`src/rtl/spi_led_pwm_ctrl_pkg.sv`:
```
// Shared definitions for the SPI LED PWM controller:
// frame layout, command codes and status bit positions.
package spi_led_pwm_ctrl_pkg;

  localparam int CMD_BITS     = 8;
  localparam int ADDR_BITS    = 8;
  localparam int PAYLOAD_BITS = 8;
  localparam int FRAME_WIDTH  = CMD_BITS + ADDR_BITS + PAYLOAD_BITS;

  localparam logic [CMD_BITS-1:0] CMD_NOP     = 8'h00;
  localparam logic [CMD_BITS-1:0] CMD_LED_SET = 8'h01;
  localparam logic [CMD_BITS-1:0] CMD_LED_GET = 8'h02;
  localparam logic [CMD_BITS-1:0] CMD_ALL_SET = 8'h03;
  localparam logic [CMD_BITS-1:0] CMD_FADE    = 8'h04;

  localparam int STATUS_BAD_LEN  = 0;
  localparam int STATUS_BAD_ADDR = 1;
  localparam int STATUS_BAD_CMD  = 2;

  typedef enum logic [1:0] {
    RX_DISARMED,
    RX_IDLE,
    RX_RECV
  } rx_state_e;

  typedef struct packed {
    logic [CMD_BITS-1:0]     cmd;
    logic [ADDR_BITS-1:0]    addr;
    logic [PAYLOAD_BITS-1:0] payload;
  } frame_t;

endpackage

```
`src/rtl/spi_led_pwm_ctrl_if.sv`:
```
// SPI bus bundle between an external master
// and the LED controller slave.
interface spi_led_pwm_ctrl_if;
  logic sclk;
  logic cs;
  logic mosi;
  logic miso;

  modport master (
    output sclk, cs, mosi,
    input  miso
  );

  modport slave (
    input  sclk, cs, mosi,
    output miso
  );
endinterface

```
`src/rtl/spi_led_pwm_ctrl_led_channel.sv`:
```
// One PWM channel: brightness, fade target,
// single-step fade and registered PWM compare.
module led_channel #(
  parameter int PWM_BITS = 7
) (
  input  logic                clk_i,
  input  logic                rst_ni,
  input  logic [PWM_BITS-1:0] cnt_i,
  input  logic                tick_i,
  input  logic                set_i,
  input  logic                fade_i,
  input  logic [PWM_BITS-1:0] data_i,
  output logic [PWM_BITS-1:0] bright_o,
  output logic                led_o
);
  logic [PWM_BITS-1:0] bright_q, bright_d;
  logic [PWM_BITS-1:0] target_q, target_d;
  logic                led_q;

  // A write this cycle takes precedence over a fade step.
  always_comb begin
    bright_d = bright_q;
    target_d = target_q;
    if (set_i) begin
      bright_d = data_i;
      target_d = data_i;
    end else if (fade_i) begin
      target_d = data_i;
    end else if (tick_i && bright_q != target_q) begin
      if (bright_q < target_q) bright_d = bright_q + 1'b1;
      else                     bright_d = bright_q - 1'b1;
    end
  end

  always_ff @(posedge clk_i or negedge rst_ni) begin
    if (!rst_ni) begin
      bright_q <= '0;
      target_q <= '0;
      led_q    <= 1'b0;
    end else begin
      bright_q <= bright_d;
      target_q <= target_d;
      led_q    <= cnt_i < bright_q;
    end
  end

  assign bright_o = bright_q;
  assign led_o    = led_q;
endmodule

```
`src/rtl/spi_led_pwm_ctrl.sv`:
```
// SPI mode-0 slave driving NUM_LEDS PWM channels with
// read-back, broadcast set and timed fading.
import spi_led_pwm_ctrl_pkg::*;

module spi_led_pwm_ctrl #(
  parameter int NUM_LEDS    = 8,
  parameter int PWM_BITS    = 7,
  parameter int FADE_DIV    = 1024,
  parameter int SYNC_STAGES = 2
) (
  input  logic                sysclk,
  input  logic                rst_n,
  spi_led_pwm_ctrl_if.slave   spi,
  output logic [NUM_LEDS-1:0] led,
  output logic                rx_dv
);
  localparam int PRE_W = $clog2(FADE_DIV);
  localparam logic [PWM_BITS-1:0] CNT_MAX =
    PWM_BITS'((1 << PWM_BITS) - 2);
  localparam logic [PRE_W-1:0] PRE_MAX = PRE_W'(FADE_DIV - 1);
  localparam logic [4:0] LEN_OK  = 5'(FRAME_WIDTH);
  localparam logic [4:0] LEN_SAT = 5'(FRAME_WIDTH + 1);

  logic [SYNC_STAGES-1:0] sclk_sync_q, cs_sync_q, mosi_sync_q;
  logic sclk_prev_q, cs_prev_q;
  logic sclk_s, cs_s, mosi_s;
  logic sclk_rise, sclk_fall, cs_rise, cs_fall;

  rx_state_e state_q, state_d;
  logic [FRAME_WIDTH-1:0] rx_q, tx_q, resp_q, resp_d;
  logic [4:0] bitcnt_q;
  logic [7:0] status_q, status_d;
  logic       rx_dv_q;
  logic [PWM_BITS-1:0] cnt_q;
  logic [PRE_W-1:0]    pre_q;
  logic                tick;

  frame_t fr;
  logic commit, bad_len, addr_ok, need_addr;
  logic is_set, is_get, is_all, is_fade, is_bad;
  logic [PWM_BITS-1:0] wr_data, rd_bright;
  logic [PWM_BITS-1:0] bright [NUM_LEDS];
  logic [NUM_LEDS-1:0] set_we, fade_we;

  assign sclk_s    = sclk_sync_q[SYNC_STAGES-1];
  assign cs_s      = cs_sync_q[SYNC_STAGES-1];
  assign mosi_s    = mosi_sync_q[SYNC_STAGES-1];
  assign sclk_rise = sclk_s & ~sclk_prev_q;
  assign sclk_fall = ~sclk_s & sclk_prev_q;
  assign cs_rise   = cs_s & ~cs_prev_q;
  assign cs_fall   = ~cs_s & cs_prev_q;

  always_ff @(posedge sysclk or negedge rst_n) begin
    if (!rst_n) begin
      sclk_sync_q <= '0;
      cs_sync_q   <= '0;
      mosi_sync_q <= '0;
      sclk_prev_q <= 1'b0;
      cs_prev_q   <= 1'b0;
    end else begin
      sclk_sync_q <= {sclk_sync_q[SYNC_STAGES-2:0], spi.sclk};
      cs_sync_q   <= {cs_sync_q[SYNC_STAGES-2:0], spi.cs};
      mosi_sync_q <= {mosi_sync_q[SYNC_STAGES-2:0], spi.mosi};
      sclk_prev_q <= sclk_s;
      cs_prev_q   <= cs_s;
    end
  end

  // Disarmed until cs is seen high, so a frame cut by reset never commits.
  always_comb begin
    state_d = state_q;
    unique case (state_q)
      RX_DISARMED: if (cs_s) state_d = RX_IDLE;
      RX_IDLE:     if (cs_fall) state_d = RX_RECV;
      RX_RECV:     if (cs_rise) state_d = RX_IDLE;
      default:     state_d = RX_DISARMED;
    endcase
  end

  always_ff @(posedge sysclk or negedge rst_n) begin
    if (!rst_n) state_q <= RX_DISARMED;
    else        state_q <= state_d;
  end

  assign fr        = frame_t'(rx_q);
  assign commit    = state_q == RX_RECV && cs_rise && bitcnt_q == LEN_OK;
  assign bad_len   = state_q == RX_RECV && cs_rise && bitcnt_q != LEN_OK;
  assign addr_ok   = {1'b0, fr.addr} < 9'(NUM_LEDS);
  assign need_addr = is_set | is_get | is_fade;
  assign wr_data   = PWM_BITS'(fr.payload);

  always_comb begin
    is_set  = 1'b0;
    is_get  = 1'b0;
    is_all  = 1'b0;
    is_fade = 1'b0;
    is_bad  = 1'b0;
    unique case (fr.cmd)
      CMD_NOP:     begin end
      CMD_LED_SET: is_set  = 1'b1;
      CMD_LED_GET: is_get  = 1'b1;
      CMD_ALL_SET: is_all  = 1'b1;
      CMD_FADE:    is_fade = 1'b1;
      default:     is_bad  = 1'b1;
    endcase
  end

  always_comb begin
    rd_bright = '0;
    set_we    = '0;
    fade_we   = '0;
    for (int i = 0; i < NUM_LEDS; i++) begin
      if (fr.addr == ADDR_BITS'(i)) rd_bright = bright[i];
      set_we[i]  = commit &&
                   (is_all || (is_set && fr.addr == ADDR_BITS'(i)));
      fade_we[i] = commit && is_fade && fr.addr == ADDR_BITS'(i);
    end
  end

  always_comb begin
    status_d = status_q;
    resp_d   = resp_q;
    if (bad_len) status_d[STATUS_BAD_LEN] = 1'b1;
    if (commit) begin
      unique case (1'b1)
        is_bad: status_d[STATUS_BAD_CMD] = 1'b1;
        need_addr && !addr_ok: begin
          status_d[STATUS_BAD_ADDR] = 1'b1;
          if (is_get) resp_d = {status_q, fr.addr, 8'h00};
        end
        is_get && addr_ok: begin
          resp_d   = {status_q, fr.addr, PAYLOAD_BITS'(rd_bright)};
          status_d = '0;
        end
        default: begin end
      endcase
    end
  end

  always_ff @(posedge sysclk or negedge rst_n) begin
    if (!rst_n) begin
      rx_q     <= '0;
      tx_q     <= '0;
      resp_q   <= '0;
      bitcnt_q <= '0;
      status_q <= '0;
      rx_dv_q  <= 1'b0;
    end else begin
      rx_dv_q  <= commit;
      status_q <= status_d;
      resp_q   <= resp_d;
      if (state_q == RX_IDLE && cs_fall) begin
        bitcnt_q <= '0;
        tx_q     <= resp_q;
      end
      if (state_q == RX_RECV && sclk_rise) begin
        rx_q <= {rx_q[FRAME_WIDTH-2:0], mosi_s};
        if (bitcnt_q != LEN_SAT) bitcnt_q <= bitcnt_q + 1'b1;
      end
      if (state_q == RX_RECV && sclk_fall)
        tx_q <= {tx_q[FRAME_WIDTH-2:0], 1'b0};
    end
  end

  assign tick = pre_q == PRE_MAX;

  always_ff @(posedge sysclk or negedge rst_n) begin
    if (!rst_n) begin
      cnt_q <= '0;
      pre_q <= '0;
    end else begin
      cnt_q <= (cnt_q == CNT_MAX) ? '0 : cnt_q + 1'b1;
      pre_q <= tick ? '0 : pre_q + 1'b1;
    end
  end

  for (genvar i = 0; i < NUM_LEDS; i++) begin : g_ch
    led_channel #(.PWM_BITS(PWM_BITS)) u_ch (
      .clk_i    (sysclk),
      .rst_ni   (rst_n),
      .cnt_i    (cnt_q),
      .tick_i   (tick),
      .set_i    (set_we[i]),
      .fade_i   (fade_we[i]),
      .data_i   (wr_data),
      .bright_o (bright[i]),
      .led_o    (led[i])
    );
  end

  assign spi.miso = (state_q == RX_RECV) & tx_q[FRAME_WIDTH-1];
  assign rx_dv    = rx_dv_q;
endmodule
```
`src/flat_wrapper.sv`:
```
// flat-port wrapper written by rule: the top's interface ports become plain ports
module spi_led_pwm_ctrl_flat 
#(
  parameter int NUM_LEDS    = 8,
  parameter int PWM_BITS    = 7,
  parameter int FADE_DIV    = 1024,
  parameter int SYNC_STAGES = 2
)
  (sysclk, rst_n, led, rx_dv, spi_sclk, spi_cs, spi_mosi, spi_miso);
  spi_led_pwm_ctrl_if spi_i ();
  input  logic sysclk;
  input  logic rst_n;
  output logic [NUM_LEDS-1:0] led;
  output logic rx_dv;
  input wire logic [$bits(spi_i.sclk)-1:0] spi_sclk;
  input wire logic [$bits(spi_i.cs)-1:0] spi_cs;
  input wire logic [$bits(spi_i.mosi)-1:0] spi_mosi;
  output wire logic [$bits(spi_i.miso)-1:0] spi_miso;
  assign spi_i.sclk = spi_sclk;
  assign spi_i.cs = spi_cs;
  assign spi_i.mosi = spi_mosi;
  assign spi_miso = spi_i.miso;
  spi_led_pwm_ctrl #(.NUM_LEDS(NUM_LEDS), .PWM_BITS(PWM_BITS), .FADE_DIV(FADE_DIV), .SYNC_STAGES(SYNC_STAGES)) u_core (.sysclk(sysclk), .rst_n(rst_n), .spi(spi_i), .led(led), .rx_dv(rx_dv));
endmodule
```
`config.mk`:
```
export PLATFORM = sky130hd
export DESIGN_NAME = spi_led_pwm_ctrl_flat
export DESIGN_NICKNAME = d
export VERILOG_FILES = /design/src/rtl/spi_led_pwm_ctrl_pkg.sv /design/src/rtl/spi_led_pwm_ctrl_if.sv /design/src/rtl/spi_led_pwm_ctrl_led_channel.sv /design/src/rtl/spi_led_pwm_ctrl.sv /design/src/flat_wrapper.sv
export SDC_FILE = /design/constraint.sdc
export NUM_CORES = 1
export LEC_CHECK = 0
export CAP_MARGIN = 5
export CORE_ASPECT_RATIO = 1.4
export CORE_MARGIN = 1.5
export CORE_UTILIZATION = 30
export CTS_BUF_LIST = sky130_fd_sc_hd__clkbuf_4 sky130_fd_sc_hd__clkbuf_8
export CTS_CLUSTER_SIZE = 20
export DETAILED_ROUTE_END_ITERATION = 8
export PLACE_DENSITY = 0.49
export SYNTH_ARGS = -nofsm -noshare
export SYNTH_HDL_FRONTEND = slang
export SYNTH_SLANG_ARGS = --single-unit
```
`constraint.sdc`:
```
create_clock -name sysclk -period 6.3 [get_ports sysclk]
set_input_delay 1.26 -clock sysclk [delete_from_list [all_inputs] [get_ports sysclk]]
set_output_delay 1.26 -clock sysclk [all_outputs]
set_load 0.01 [all_outputs]
```
# Word level (Yosys, flattened, before mapping)
# Cells that the tools add are included.
# Widths: inputs -> output; s select.
# totals
reg_bits,228
input_bits,5
# op_classes
n_addsub,19
n_lt_le_gt_ge,17
eq_ne,38
mux,79
bitwise_logic,11
reduce_logical,85
# op_table
op,count
$mux 7,57
$lt 7x7->1,16
$mux 24,3
$add 7x1->7 const B,9
$ne 7x7->1,8
$sub 7x1->7 const B,8
$pmux 24 s2,1
$logic_and 1x1->1,41
$eq 8x3->1 const B,5
$reduce_bool 2->1,19
$eq 8x2->1 const B,4
$reduce_and 2->1,10
$eq 8x1->1 const B,2
$logic_not 8->1,2
$ne 2x2->1 const B,8
$mux 5,3
$add 10x1->10 const B,1
$eq 10x10->1 const B,1
$mux 10,1
$ne 5x5->1 const B,2
$logic_or 1x1->1,8
$lt 8x4->1 const B,1
$mux 1,8
$ne 2x1->1 const B,4
15 further kinds,27

# Logic depth before layout (Yosys ltp)
# depth
word_depth,10
ltp_mapped,15

# Modules after synthesis
# A second synthesis with hierarchy kept.
# unflattened
cells_unflattened,1413
hier_area_um2,13803.2
# modules_own_cells
module,n_inst,cells_per_inst,area_each_um2
led_channel,8,117,1118.6
spi_led_pwm_ctrl,1,477,4854.7

# Worst setup path after synthesis
# Ideal clock, no wire load.
# synth_path
path_type,register to register
startpoint,register u_core.g_ch[2].u_ch.bright_q[1]
endpoint,register u_core.g_ch[2].u_ch.bright_q[5]
setup_ps,125
arrival_ps,3317
t_required_ps,6175
path_slack_ps,2858
path_stages_with_launch,14
path_buffers,0
period_less_slack_ps,3442
cell_sequence,dfrtp_1 ha_1 nor2b_1 o21ai_0 a21oi_1 a2111oi_0 inv_1 ha_1 a21oi_1 o21ai_0 o21a_1 o311ai_0 o21a_1 a2bb2o_1
# synth_via
elab_chain_len,5
word_cells_on_any_way,11
cone_classes,add/sub (2); order compare (1); eq/ne (1); mux (4); reduce/logical (3)
# synth_rtl
element,line_no,rtl
start: declaration,spi_led_pwm_ctrl_led_channel.sv:16,"logic [PWM_BITS-1:0] bright_q, bright_d;"
start signal: assignment,spi_led_pwm_ctrl_led_channel.sv:41,bright_q <= bright_d;
"$sub 7x1->7, or another cell as far along",spi_led_pwm_ctrl_led_channel.sv:31,else bright_d = bright_q - 1'b1;
$mux 7,spi_led_pwm_ctrl_led_channel.sv:30,if (bright_q < target_q) bright_d = bright_q + 1'b1;
$mux 7,spi_led_pwm_ctrl_led_channel.sv:29,end else if (tick_i && bright_q != target_q) begin
$mux 7,spi_led_pwm_ctrl_led_channel.sv:27,end else if (fade_i) begin
$mux 7,spi_led_pwm_ctrl_led_channel.sv:24,if (set_i) begin
# Parallel ways exist; a longest one is shown, timed or not. The select of a mux whose other input is x is not followed.
# A chain may end at the register's enable or synchronous reset.

# Worst setup path in the final report
# layout_path
startpoint,register u_core.g_ch[6].u_ch.bright_q[1]
endpoint,register u_core.g_ch[6].u_ch.bright_q[6]
# layout_via
elab_chain_len,5
word_cells_on_any_way,11
cone_classes,add/sub (2); order compare (1); eq/ne (1); mux (4); reduce/logical (3)
# layout_rtl
element,line_no
start: declaration,spi_led_pwm_ctrl_led_channel.sv:16
start signal: assignment,spi_led_pwm_ctrl_led_channel.sv:41
"$sub 7x1->7, or another cell as far along",spi_led_pwm_ctrl_led_channel.sv:31
$mux 7,spi_led_pwm_ctrl_led_channel.sv:30
$mux 7,spi_led_pwm_ctrl_led_channel.sv:29
$mux 7,spi_led_pwm_ctrl_led_channel.sv:27
$mux 7,spi_led_pwm_ctrl_led_channel.sv:24
# Parallel ways exist; a longest one is shown, timed or not. The select of a mux whose other input is x is not followed.

==> qor.csv <==
stage,metric,value,unit
drt,initial DRC count,629,
floorplan,Initial Util,30.47,%
logic_synthesis,most frequent cells after synthesis,"dfrtp_1 (222), nand2_1 (215), ha_1 (150)",
finish,area delta synth->final,11.80,%
logic_synthesis,ys async rst share,100.0,%
drt,Via density,5.072,
sta,Setup Skew,0.02107,ns
sta,Final setup viols,0,
logic_synthesis,syn nets,1629,
sta,RSZ-0062 raised after global routing,false,
logic_synthesis,Main synth FF type,dfrtp_1,
clocking,CTS H-tree depth,2,
placed_design,Placer Congestion,0.8311,
clocking,Hold Buf Count CTS,0,
floorplan,Die Ht,259.3,µm
logic_synthesis,Synth Area per Inst,9.601,µm²
setup_path,crit path DAT,4.40,ns
status,status,"complete, no violations",
setup_path,CP required,6.78,ns
drt,first drt pass iteration count,5,
clocking,CTS tree,built,
sta,final hold slack,0.3477,ns
logic_synthesis,top cell type by total area after synthesis,dfrtp_1,
power,Clk pwr share,49.3,%
finish,share of layout cells above drive strength 1,13.06,%
drt,wire per inst,18.80,µm
global_routing,vias in the first global route,11150,
sta,Final period util,62.29,%
placed_design,Port-buffer cells,14,
clocking,Post-CTS Repair Setup Buffers,0,
global_routing,grt ovf,0,
logic_synthesis,post-synth top area share,39.47,%
global_routing,largest net degree at the start of global routing,68,
drt,Antenna Nets Post-Route,0,
logic_synthesis,warnings from Yosys,0,
setup_path,CP max stage delay,0.72,ns
floorplan,die area,48240,µm²
power,Int Pwr,2.353,mW
clocking,clock-pin slew on the worst setup and hold paths,0.06,ns
sta,setup tns final,0,ns
hold_path,type of the tightest min-delay check,flop to flop,
logic_synthesis,leading cell type by number of instances after synthesis,dfrtp_1,
setup_path,Crit Path Class,flop to flop,
sta,Slew Limit Fails,0,
placed_design,HPWL Detailed,28550,µm
power,leakage power total,7.288,nW
setup_path,startpoint types,flop,
logic_synthesis,register area share after synthesis,39.47,%
placed_design,post-placement cell count,2054,
logic_synthesis,Post-Syn Area,14070,µm²
setup_path,Worst path slowest cell,a2111oi_0,
power,power density over the cells,196.7,nW/µm²
power,peak supply drop,0.1151,mV
finish,Final #Nets,1642,
setup_path,Worst Setup End Kind,flop,
logic_synthesis,synth unique cells,71,
global_routing,global-route wire length before repair,63670,µm
clocking,CTS Buf Count,40,
power,sequential share of power,48.4,%
clocking,Clock Sinks,222,
drt,WL final,39970,µm
global_routing,GR Util All Layers,17.27,%
sta,"Hold Vio Cnt, Final",0,
clocking,post_cts resized,0,
drt,DR DRC count,0,
global_routing,initial antenna violation count,1,
sta,Fmax achieved,254.8,MHz
floorplan,row cnt,93,
finish,final cell count without fillers,2126,
power,Net Sw Power,741.4,µW
logic_synthesis,largest cells by area after synthesis,"dfrtp_1 (39%), ha_1 (13%), nand2_1 (5.7%), mux2_2 (5.4%), inv_1 (3.5%)",
clocking,root buf cell,clkbuf_8,
sta,min Tclk post-route,3.924,ns
job,max-cap violations,0,
finish,Util after Layout,34.06,%
power,sw frac,23.96,%
power,Final Power,3.095,mW
floorplan,Ports,15,
power,Comb pwr share,2.3,%
sta,Max-slew headroom,22.24,%
setup_path,Crit Path Max Fanout,6,
clocking,CTS max path bufs,3,
setup_path,"most used cell, CP",a21oi_1,
floorplan,Die X,186.1,µm
logic_synthesis,Post-Synthesis Cells,1466,
logic_synthesis,Post-synth EDFFs,0,
sta,Worst Tran Pin Value,1.166,ns
floorplan,core area,46200,µm²
drt,Vias,10780,
clocking,"Clk Latency, worst-skew pair",0.57,ns
setup_path,CP Cell Sequence,ha_1 > nor2b_1 > o21ai_0 > a21oi_1 > a2111oi_0 > inv_1 > fa_1 > a21o_1 > a21oi_1 > o21bai_1 > a21oi_1 > xnor2_1 > o32a_1 > o21ai_0,
logic_synthesis,post-synthesis register bit count,222,
metal layers:
metal,share of wire (%),GRT usage (%),vias up
li1,-,-,5164
met1,41,20.17,5336
met2,51,30.70,196
met3,3.4,2.385,88
met4,4.8,8.423,0
met5,0,0,-
power groups by stage:
| stage | registers (mW) | clock network (mW) | logic, mW |
|---|---|---|---|
| finish | 1.50 | 1.52 | 0.0711 |
| global route | 1.50 | 1.64 | 0.0822 |
| CTS | 1.50 | 1.58 | 0.0749 |
| detailed placement | 1.53 | 0 | 0.0746 |
| global placement | 1.53 | 0 | 0.0735 |
| floorplan | 1.47 | 0 | 0.0518 |
metrics by stage:
stage	cell area, µm²	setup WS [ns]
finish	15740	2.376
global route	15740	2.001
floorplan	14070	2.858
CTS	15730	2.326
global placement	14840	2.468
detailed placement	14840	2.342
kinds of logic after synthesis:
family,synth area share (%)
flip-flops,39.47
XOR/XNOR,3.174
AND/OR/NAND/NOR,14.21
AO/OA/AOI/OAI,15.74
multiplexers,7.556
adder cells (fa/ha/maj),14.47
buffers and inverters,5.378
final cells by class:
| class | instances | area [µm²] |
|---|---|---|
| Timing Repair Buffer | 25 | 227.7 |
| Multi-Input combinational cell | 1058 | 7787 |
| Fill cell | 4738 | 30460 |
| Tap cell | 617 | 772.0 |
| Clock buffer | 60 | 757.0 |
| Clock inverter | 11 | 137.6 |
| Inverter | 132 | 495.5 |
| Sequential cell | 222 | 5555 |
| Antenna cell | 1 | 2.502 |
registers in the layout (all words and copies together), names as in the netlist, 3 cells and up:
name	count
u_core.cnt_q	7
u_core.status_q	3
u_core.resp_q	18
u_core.pre_q	10
u_core.tx_q	24
u_core.g_ch.u_ch.target_q	56
u_core.g_ch.u_ch.led_o	8
u_core.fr	24
u_core.bitcnt_q	5
u_core.g_ch.u_ch.bright_o	56
critical path, delay by kind of cell (launching register included):
family	cells	cell delay, ns
xor+xnor	1	0.11
fa+ha+maj	2	0.80
compound gates	9	2.02
simple gates	1	0.13
flops	1	0.48
buf+inv	1	0.31
cells in the final DEF (no fill, tap or decap), types with 12 or more instances in the layout:
cell	n
nor2_1	67
clkbuf_8	49
a211oi_1	12
ha_1	150
nor3_1	12
mux2_2	68
inv_1	131
nand4_1	12
a22oi_1	50
nand2_1	215
clkdlybuf4s50_1	13
xor2_1	21
a21o_1	42
a21oi_1	88
nor2b_1	14
nand3_1	29
xnor2_1	30
o21ai_0	87
dfrtp_1	222
path summary, 6_finish.rpt:
path,start,to,slack (ns),depth (start not counted)
max in group asynchronous,rst_n,u_core.g_ch[5].u_ch.target_q[4],4.45,2
max,u_core.g_ch[6].u_ch.bright_o[1],u_core.g_ch[6].u_ch.bright_o[6],2.38,14
min,u_core.mosi_sync_q[0],u_core.mosi_sync_q[1],0.35,0
max reg2reg,u_core.g_ch[6].u_ch.bright_o[1],u_core.g_ch[6].u_ch.bright_o[6],2.38,14
min reg2reg,u_core.mosi_sync_q[0],u_core.mosi_sync_q[1],0.35,0
min in group asynchronous,rst_n,u_core.fr[1],0.64,1
Power figures use the tool's default switching activity.
